[config.mk]
export PLATFORM = sky130hd
export DESIGN_NAME = uart_rx_param
export DESIGN_NICKNAME = d
export VERILOG_FILES = /design/src/rtl/uart_rx_param.sv
export SDC_FILE = /design/constraint.sdc
export NUM_CORES = 1
export LEC_CHECK = 0
export ABC_AREA = 1
export CAP_MARGIN = 20
export CORE_MARGIN = 2
export CORE_UTILIZATION = 30
export CTS_CLUSTER_SIZE = 12
export DETAILED_ROUTE_END_ITERATION = 10
export SYNTH_ARGS = -nofsm -noshare
export SYNTH_HDL_FRONTEND = slang
export SYNTH_SLANG_ARGS = --single-unit
export TNS_END_PERCENT = 10
[constraint.sdc]
create_clock -name clock -period 4.5 [get_ports clock]
set_input_delay 0.9 -clock clock [delete_from_list [all_inputs] [get_ports clock]]
set_output_delay 0.9 -clock clock [all_outputs]
set_load 0.005 [all_outputs]
[src/rtl/uart_rx_param.sv]
// Parametrised UART receiver: oversampled 3-sample majority vote, optional parity, 1/2 stop bits,
// valid/ready output with overrun. Define UART_RX_BREAK_DET_EN to enable line-break detection.
module uart_rx_param #(
    parameter int DATA_BITS   = 8,
    parameter int OVERSAMPLE  = 16,
    parameter int DIV_WIDTH   = 16,
    parameter int SYNC_STAGES = 2
) (
    input  logic                 clock,
    input  logic                 reset,
    input  logic                 rx_in,
    input  logic [DIV_WIDTH-1:0] baud_div,
    input  logic [1:0]           parity_type,
    input  logic                 stop_bits,
    output logic [DATA_BITS-1:0] data_out,
    output logic                 data_valid,
    input  logic                 data_ready,
    output logic                 active_flag,
    output logic [2:0]           error_flag,
    output logic                 break_flag
);

    localparam int OS_W  = $clog2(OVERSAMPLE);
    localparam int BIT_W = $clog2(DATA_BITS + 1);

    localparam logic [OS_W-1:0]  SAMP_A    = OS_W'(OVERSAMPLE / 2 - 1);
    localparam logic [OS_W-1:0]  SAMP_B    = OS_W'(OVERSAMPLE / 2);
    localparam logic [OS_W-1:0]  SAMP_C    = OS_W'(OVERSAMPLE / 2 + 1);
    localparam logic [OS_W-1:0]  OS_LAST   = OS_W'(OVERSAMPLE - 1);
    localparam logic [BIT_W-1:0] BIT_LAST  = BIT_W'(DATA_BITS - 1);

    localparam logic [2:0] S_IDLE   = 3'd0;
    localparam logic [2:0] S_START  = 3'd1;
    localparam logic [2:0] S_DATA   = 3'd2;
    localparam logic [2:0] S_PARITY = 3'd3;
    localparam logic [2:0] S_STOP1  = 3'd4;
    localparam logic [2:0] S_STOP2  = 3'd5;

    logic [SYNC_STAGES-1:0] sync_reg;
    logic                   rx_prev_reg;
    logic                   rx_s;

    logic [2:0]           state_reg,    state_next;
    logic [DIV_WIDTH-1:0] tick_cnt_reg, tick_cnt_next;
    logic [OS_W-1:0]      os_cnt_reg,   os_cnt_next;
    logic [DIV_WIDTH-1:0] div_reg,      div_next;
    logic [1:0]           par_reg,      par_next;
    logic                 stop2_reg,    stop2_next;
    logic [1:0]           samp_reg,     samp_next;
    logic [DATA_BITS-1:0] shift_reg,    shift_next;
    logic [BIT_W-1:0]     bit_cnt_reg,  bit_cnt_next;
    logic                 par_err_reg,  par_err_next;
    logic                 frm_err_reg,  frm_err_next;
    logic                 zero_reg,     zero_next;
    logic                 done_reg,     done_next;
    logic                 active_reg,   active_next;

    logic [DATA_BITS-1:0] dout_reg;
    logic                 valid_reg;
    logic [2:0]           err_reg;
    logic                 brk_reg;

    logic [DIV_WIDTH-1:0] div_eff;
    logic                 tick;
    logic                 decide;
    logic                 maj;
    logic                 armed;
    logic                 start_det;
    logic                 brk_det;

`ifdef UART_RX_BREAK_DET_EN
    logic wait_high_reg, wait_high_next;
    assign armed   = ~wait_high_reg;
    assign brk_det = zero_reg;
`else
    assign armed   = 1'b1;
    assign brk_det = 1'b0;
`endif

    assign rx_s      = sync_reg[SYNC_STAGES-1];
    // The live divisor only matters while idle; a frame runs on the value captured at its start.
    assign div_eff   = (state_reg == S_IDLE) ? baud_div : div_reg;
    assign tick      = (tick_cnt_reg == div_eff);
    assign decide    = tick && (os_cnt_reg == SAMP_C);
    assign maj       = (samp_reg[0] & samp_reg[1]) | (samp_reg[0] & rx_s) | (samp_reg[1] & rx_s);
    assign start_det = (state_reg == S_IDLE) && armed && rx_prev_reg && !rx_s;

    always_ff @(posedge clock or posedge reset) begin
        if (reset) begin
            sync_reg    <= '1;
            rx_prev_reg <= 1'b1;
        end else begin
            sync_reg    <= {sync_reg[SYNC_STAGES-2:0], rx_in};
            rx_prev_reg <= rx_s;
        end
    end

    always_comb begin
        state_next    = state_reg;
        os_cnt_next   = os_cnt_reg;
        div_next      = div_reg;
        par_next      = par_reg;
        stop2_next    = stop2_reg;
        samp_next     = samp_reg;
        shift_next    = shift_reg;
        bit_cnt_next  = bit_cnt_reg;
        par_err_next  = par_err_reg;
        frm_err_next  = frm_err_reg;
        zero_next     = zero_reg;
        done_next     = 1'b0;
        active_next   = active_reg;
`ifdef UART_RX_BREAK_DET_EN
        wait_high_next = wait_high_reg;
        if (rx_s)
            wait_high_next = 1'b0;
`endif
        tick_cnt_next = tick ? '0 : tick_cnt_reg + 1'b1;
        if (tick)
            os_cnt_next = (os_cnt_reg == OS_LAST) ? '0 : os_cnt_reg + 1'b1;
        if (tick && os_cnt_reg == SAMP_A)
            samp_next[0] = rx_s;
        if (tick && os_cnt_reg == SAMP_B)
            samp_next[1] = rx_s;
        if (done_reg)
            active_next = 1'b0;

        case (state_reg)
            S_IDLE: begin
                if (start_det) begin
                    state_next    = S_START;
                    tick_cnt_next = '0;
                    os_cnt_next   = '0;
                    div_next      = baud_div;
                    par_next      = parity_type;
                    stop2_next    = stop_bits;
                    bit_cnt_next  = '0;
                    par_err_next  = 1'b0;
                    frm_err_next  = 1'b0;
                    zero_next     = 1'b1;
                    active_next   = 1'b1;
                end
            end
            S_START: begin
                if (decide) begin
                    if (maj) begin
                        state_next  = S_IDLE;
                        active_next = 1'b0;
                    end else begin
                        state_next  = S_DATA;
                    end
                end
            end
            S_DATA: begin
                if (decide) begin
                    shift_next   = {maj, shift_reg[DATA_BITS-1:1]};
                    zero_next    = zero_reg & ~maj;
                    bit_cnt_next = bit_cnt_reg + 1'b1;
                    if (bit_cnt_reg == BIT_LAST)
                        state_next = (par_reg == 2'b01 || par_reg == 2'b10) ? S_PARITY : S_STOP1;
                end
            end
            S_PARITY: begin
                if (decide) begin
                    // par_reg[0] is 1 for odd, 0 for even: the required value of data^parity.
                    par_err_next = ((^shift_reg) ^ maj) != par_reg[0];
                    zero_next    = zero_reg & ~maj;
                    state_next   = S_STOP1;
                end
            end
            S_STOP1, S_STOP2: begin
                if (decide) begin
                    if (!maj)
                        frm_err_next = 1'b1;
                    zero_next = zero_reg & ~maj;
                    if (state_reg == S_STOP1 && stop2_reg) begin
                        state_next = S_STOP2;
                    end else begin
                        state_next = S_IDLE;
                        done_next  = 1'b1;
`ifdef UART_RX_BREAK_DET_EN
                        wait_high_next = zero_reg & ~maj;
`endif
                    end
                end
            end
            default: begin
                state_next  = S_IDLE;
                active_next = 1'b0;
            end
        endcase
    end

    always_ff @(posedge clock or posedge reset) begin
        if (reset) begin
            state_reg    <= S_IDLE;
            tick_cnt_reg <= '0;
            os_cnt_reg   <= '0;
            div_reg      <= '0;
            par_reg      <= 2'b00;
            stop2_reg    <= 1'b0;
            samp_reg     <= 2'b11;
            shift_reg    <= '0;
            bit_cnt_reg  <= '0;
            par_err_reg  <= 1'b0;
            frm_err_reg  <= 1'b0;
            zero_reg     <= 1'b0;
            done_reg     <= 1'b0;
            active_reg   <= 1'b0;
`ifdef UART_RX_BREAK_DET_EN
            wait_high_reg <= 1'b0;
`endif
        end else begin
            state_reg    <= state_next;
            tick_cnt_reg <= tick_cnt_next;
            os_cnt_reg   <= os_cnt_next;
            div_reg      <= div_next;
            par_reg      <= par_next;
            stop2_reg    <= stop2_next;
            samp_reg     <= samp_next;
            shift_reg    <= shift_next;
            bit_cnt_reg  <= bit_cnt_next;
            par_err_reg  <= par_err_next;
            frm_err_reg  <= frm_err_next;
            zero_reg     <= zero_next;
            done_reg     <= done_next;
            active_reg   <= active_next;
`ifdef UART_RX_BREAK_DET_EN
            wait_high_reg <= wait_high_next;
`endif
        end
    end

    // An all-zero frame reports framing only, whatever the parity bit made of it.
    always_ff @(posedge clock or posedge reset) begin
        if (reset) begin
            dout_reg  <= '0;
            valid_reg <= 1'b0;
            err_reg   <= 3'b000;
            brk_reg   <= 1'b0;
        end else if (done_reg) begin
            if (valid_reg && !data_ready) begin
                err_reg[2] <= 1'b1;
            end else begin
                dout_reg  <= shift_reg;
                valid_reg <= 1'b1;
                err_reg   <= zero_reg ? 3'b010 : {1'b0, frm_err_reg, par_err_reg};
                brk_reg   <= brk_det;
            end
        end else if (valid_reg && data_ready) begin
            valid_reg <= 1'b0;
            brk_reg   <= 1'b0;
        end
    end

    assign data_out    = dout_reg;
    assign data_valid  = valid_reg;
    assign error_flag  = err_reg;
    assign break_flag  = brk_reg;
    assign active_flag = active_reg;

endmodule
**Word-level counts from Yosys, hierarchy flattened**

Index checks and enable logic that the tools add are counted.
Widths: inputs -> output; s select.

- Input port bits: 23
- Register bits after elaboration: 77
- Output and inout bits: 14

- Equal/unequal tests: 23
- Reductions and logical operators: 29
- Bitwise operators: 9
- Add/subtract/negate cells: 3
- Mux-type cells: 45

Operator list:

| operator | count |
|---|---|
| $mux 16 | 4 |
| $mux 3 | 8 |
| $mux 4 | 6 |
| $mux 1 | 19 |
| $add 16x1->16 const B | 1 |
| $eq 16x16->1 | 1 |
| $ne 2x2->1 const B | 8 |
| $pmux 3 s5 | 1 |
| $eq 4x4->1 const B | 3 |
| $reduce_bool 2->1 | 5 |
| $reduce_and 3->1 | 3 |
| $add 4x1->4 const B | 2 |
| $eq 4x3->1 const B | 2 |
| $logic_and 1x1->1 | 8 |
| $pmux 4 s2 | 1 |
| $reduce_and 2->1 | 4 |
| $reduce_xor 8->1 | 1 |
| $eq 3x2->1 const B | 2 |
| $eq 3x3->1 const B | 2 |
| $pmux 1 s2 | 3 |
| $reduce_and 6->1 | 1 |
| $and 1x1->1 | 4 |
| $mux 2 | 2 |
| $reduce_and 4->1 | 1 |
| other kinds (14) | 17 |

**Longest topological paths before layout**

- Depth after elaboration: 7
- Mapped depth: 16
- Mapped depth without buffers: 14

**Worst setup path after synthesis**

No wires, ideal clock.

- Kind: input-to-reg
- Start: input port baud_div[12]
- End: register bit_cnt_reg[0]
- Data arrival time: 1950 ps
- Stages: 13
- Setup time: 123 ps
- Required time: 4377 ps
- Setup slack: 2428 ps
- Path through: inv_1 -> nand3_1 -> nand3_1 -> nand2_1 -> nor2_1 -> nand2_1 -> nor2_2 -> nand3_2 -> buf_6 -> nand2_2 -> nand3_2 -> nand2_1 -> o21ai_1

- Cells in the longest elaborated chain, start to end: 5

Ends and longest elaborated chain:

| what | RTL line | RTL |
|---|---|---|
| start: declaration | 12 | `input logic [DIV_WIDTH-1:0] baud_div,` |
| $mux 16 | 82 | `assign div_eff = (state_reg == S_IDLE) ? baud_div : div_reg;` |
| $eq 16x16->1 | 83 | `assign tick = (tick_cnt_reg == div_eff);` |
| $logic_and 1x1->1 | 84 | `assign decide = tick && (os_cnt_reg == SAMP_C);` |
| $ne 2x2->1 (no line) | n/a |  |
| $reduce_and 3->1 (no line) | n/a |  |
| end signal: assignment | 221 | `bit_cnt_reg <= bit_cnt_next;` |
| end: declaration | 51 | `logic [BIT_W-1:0] bit_cnt_reg, bit_cnt_next;` |

No other way between the ends.
A chain may end at the register's enable or synchronous reset.

**Final worst setup path**

- Start: register state_reg[0]
- End: register shift_reg[2]

- Cells in the longest elaborated chain, start to end: 5

Ends and longest elaborated chain:

| what | RTL line | RTL |
|---|---|---|
| start: declaration | 43 | `logic [2:0] state_reg, state_next;` |
| start signal: assignment | 213 | `state_reg <= state_next;` |
| $logic_not 3->1 | 82 |  |
| $mux 16 | 82 |  |
| $eq 16x16->1 | 83 |  |
| $logic_and 1x1->1 | 84 |  |
| $reduce_and 2->1 (no line) * | n/a |  |
| end signal: assignment | 220 | `shift_reg <= shift_next;` |
| end: declaration | 50 | `logic [DATA_BITS-1:0] shift_reg, shift_next;` |

Mark *: on every way between the ends. The rest lies on a longest branch, timed or not.

==> results.py <==
metrics = {
    "detailed_routing": {
        "wl_met3_um": 362,
        "drt_iter0_markers": 227,
        "viasPerCell": 4.49,
        "wl_met2_um": 4230,
        "dr.max_layer_used": "met4",
        "wl_met1_um": 3940,
        "vias": 3361,
        "firstDrtPassIters": 4,
        "drc": 0,
        "wl_per_cell_um": 11.6,
        "wirelength_um": 8660,
        "drtAntennaViolNets": 0,
    },
    "critical_path": {
        "cp-start-kind": "register",
        "crit_arrival_ns": 3.03,
        "reg2reg_from": "state_reg[0]$_DFFE_PP0P_",
        "path_cells": "nor2_4 > nand2_4 > nand2_1 > nand2_1 > nand2_1 > nand2_1 > nor2_1 > nand2_1 > nor2_2 > nand3_2 > inv_2 > nand2_4 > nand2_1 > o21ai_1",
        "timing.rr.end": "shift_reg[2]$_DFFE_PP0P_",
        "cpMostUsedCell": "nand2_1",
        "cp.required_ns": 4.72,
        "crit_family": "simple AND/OR/NAND/NOR gates",
        "critPathMaxFanout": 27,
        "slowest_delay_ns": 0.50,
        "ff2ff_path_depth": 14,
        "slowest_stage": "nor2_4",
        "cp_num_buf_inv": 1,
        "end_kind": "register",
        "rrSetupSlack_ns": 1.69,
        "worstSetupPathType": "register to register",
    },
    "cts": {
        "cts_resized": 0,
        "clock_sinks": 76,
        "clkTransAtPathRegs_ns": 0.06,
        "clockBufferDepth": 2,
        "htree_levels": 3,
        "holdBufCountCts": 0,
        "cts_buffers": 9,
        "cts_setup_buffers": 0,
        "cts_tree": "yes",
        "clk_latency_ns": 0.33,
        "cts-root-buf": "clkbuf_16",
    },
    "global_routing": {
        "antenna_found_initial": 0,
        "grt_max_degree": 52,
        "track_usage_pct": 13.0,
        "grt_pass1_wl_um": 15200,
        "gr-total-overflow": 0,
        "grt_pass1_vias": 3414,
    },
    "job": {
        "cap_violations": 0,
    },
    "sta": {
        "whs_ns": 0.360,
        "worstMarginPinSlew_ns": 0.683,
        "slew_viol_final": 0,
        "rsz0062_at_grt": "no",
        "hold_viol_final": 0,
        "setup_viol": 0,
        "period_share_pct": 62.5,
        "tns_ns": 0,
        "finClkSkew_ns": 0.00807,
        "slew-limit-headroom_pct": 54.3,
        "min_period_ns": 2.81,
        "fmax_ghz": 0.356,
    },
    "floorplanning": {
        "core_area_um2": 13200,
        "placementRows": 42,
        "die-area_um2": 14500,
        "ioPinCount": 37,
        "die_h_um": 120,
        "die_w_um": 120,
        "start_util_pct": 30.6,
    },
    "final_layout": {
        "drive_above_1_share_pct": 7.69,
        "syn_to_final_growth_pct": 21.2,
        "diodes": 0,
        "final_nets": 595,
        "fillCellCount": 1398,
        "final_common_cell": "nand2_1",
        "most-common-layout-cells": "nand2_1, dfrtp_1, inv_1, nand3_1, nor2_1",
    },
    "yosys": {
        "avgSynthCellArea_um2": 7.64,
        "yosys.area_share.simple_pct": 30.0,
        "ys_ff_latch": 76,
        "synthCells": 531,
        "synth_cell_types": 33,
        "ys_async_sr_fraction_pct": 100,
        "yosysSeqAreaShare_pct": 47.0,
        "synth.yosys.warnings": 0,
        "synth_top_family_by_area": "simple AND/OR/NAND/NOR gates",
        "synth_fa_ha_area_share_pct": 1.54,
        "ys.flop_type": "dfrtp_1",
        "synth-compound-area-share_pct": 7.43,
        "synth_edf_count": 0,
        "syn_nets": 559,
        "synth_mux_area_share_pct": 0,
        "netlist_area_um2": 4060,
        "synth_xor_area_share_pct": 4.97,
    },
    "run_status": {
        "outcome": "finished clean",
    },
    "placement": {
        "portBuffers": 35,
        "place_hpwl_um": 6270,
        "place_congestion": 0.843,
    },
    "worst_hold_path": {
        "min_to": "sync_reg[1]$_DFF_PP1_",
        "holdCritStartpoint": "sync_reg[0]$_DFF_PP1_",
        "holdPathStages": 0,
        "hold_path_class": "register to register",
    },
    "pwr": {
        "powerDensity_nw_per_um2": 532,
        "p_leak_nw": 2.38,
        "irDropWorstVdd_mv": 0.286,
    },
}
==> synthesized netlist by cell type (2+ instances only) <==
master / n / area (um2)
o21ai_1: 16 / 80.1
o21ai_0: 27 / 135
buf_6: 3 / 33.8
xor2_1: 15 / 131
a21oi_1: 8 / 40.0
nand3_2: 2 / 20.0
inv_1: 67 / 251
nand2_1: 160 / 601
clkbuf_1: 5 / 18.8
xnor2_1: 8 / 70.1
nand3b_1: 2 / 15.0
nand4_1: 2 / 12.5
nor3_1: 6 / 30.0
nand2_4: 2 / 22.5
nand3_1: 60 / 300
inv_2: 4 / 15.0
nor2_2: 2 / 12.5
nor2_1: 40 / 150
dfrtp_1: 71 / 1780
o21a_1: 2 / 15.0
buf_4: 3 / 22.5
buf_2: 4 / 20.0
nand2_2: 3 / 18.8
a21oi_2: 2 / 17.5
dfstp_2: 5 / 131
ha_1: 5 / 62.6
==> logic make-up after synthesis <==
logic type / Yosys count
DFF: 76
buffers and inverters: 86
AOI/OAI and AO/OA: 57
and+or+nand+nor: 283
adders and majority gates: 5
xor gates and xnor gates: 23
other: 1
==> layout make-up <==
class / count / area, um2 / area share [%]
flip-flops and latches: 76 / 1910 / 38.8
multi-input cells: 369 / 1790 / 36.3
repair buffers: 40 / 400 / 8.14
inverters: 71 / 267 / 5.42
clock buffers: 10 / 239 / 4.86
well taps: 176 / 220 / 4.48
clock inverters: 6 / 95.1 / 1.93
==> worst max path at each step <==
stage / cells past startpoint / from / slack, ns / to
after floorplan: 1 / reset / 1.67 / active_flag$_DFF_PP0_
after global placement: 12 / baud_div[14] / 1.64 / shift_reg[7]$_DFFE_PP0P_
after detailed placement: 12 / baud_div[14] / 1.60 / shift_reg[2]$_DFFE_PP0P_
after CTS: 14 / state_reg[0]$_DFFE_PP0P_ / 1.68 / shift_reg[2]$_DFFE_PP0P_
after global routing: 14 / state_reg[0]$_DFFE_PP0P_ / 1.38 / shift_reg[3]$_DFFE_PP0P_
final: 14 / state_reg[0]$_DFFE_PP0P_ / 1.69 / shift_reg[2]$_DFFE_PP0P_
==> per-layer routing <==
layer | up-vias | GRT usage (%)
met5 | - | 0
met4 | 0 | 4.36
met3 | 11 | 3.02
met2 | 62 | 22.9
met1 | 1549 | 15.8
li1 | 1739 | -
==> worst register-to-register path, cell delays in order (launching register included) <==
cell and delay (ns):
dfrtp_1 0.45, nor2_4 0.50, nand2_4 0.34, nand2_1 0.16, nand2_1 0.07, nand2_1 0.07
nand2_1 0.05, nor2_1 0.08, nand2_1 0.08, nor2_2 0.17, nand3_2 0.26, inv_2 0.16
nand2_4 0.13, nand2_1 0.12, o21ai_1 0.06
==> through the flow <==
stage | power, mW | worst slack, ns | util (%) | cells | instance area [um2]
after global placement | 1.82 | 1.64 | 34.4 | 731 | 4560
after floorplan | 1.65 | 1.67 | - | 531 | 4060
after global routing | 2.84 | 1.38 | 37.1 | 748 | 4920
after detailed placement | 1.83 | 1.60 | 34.4 | 731 | 4560
after CTS | 2.64 | 1.68 | 37.0 | 747 | 4900
final | 2.62 | 1.69 | 37.1 | 748 | 4920
==> where the power goes <==
group | switching [mW] | internal, mW | total (mW)
logic | 0.567 | 0.323 | 0.890
clock network | 0.292 | 0.507 | 0.799
registers | 0.110 | 0.819 | 0.929
No activity file was read; power rests on OpenSTA's default activity.
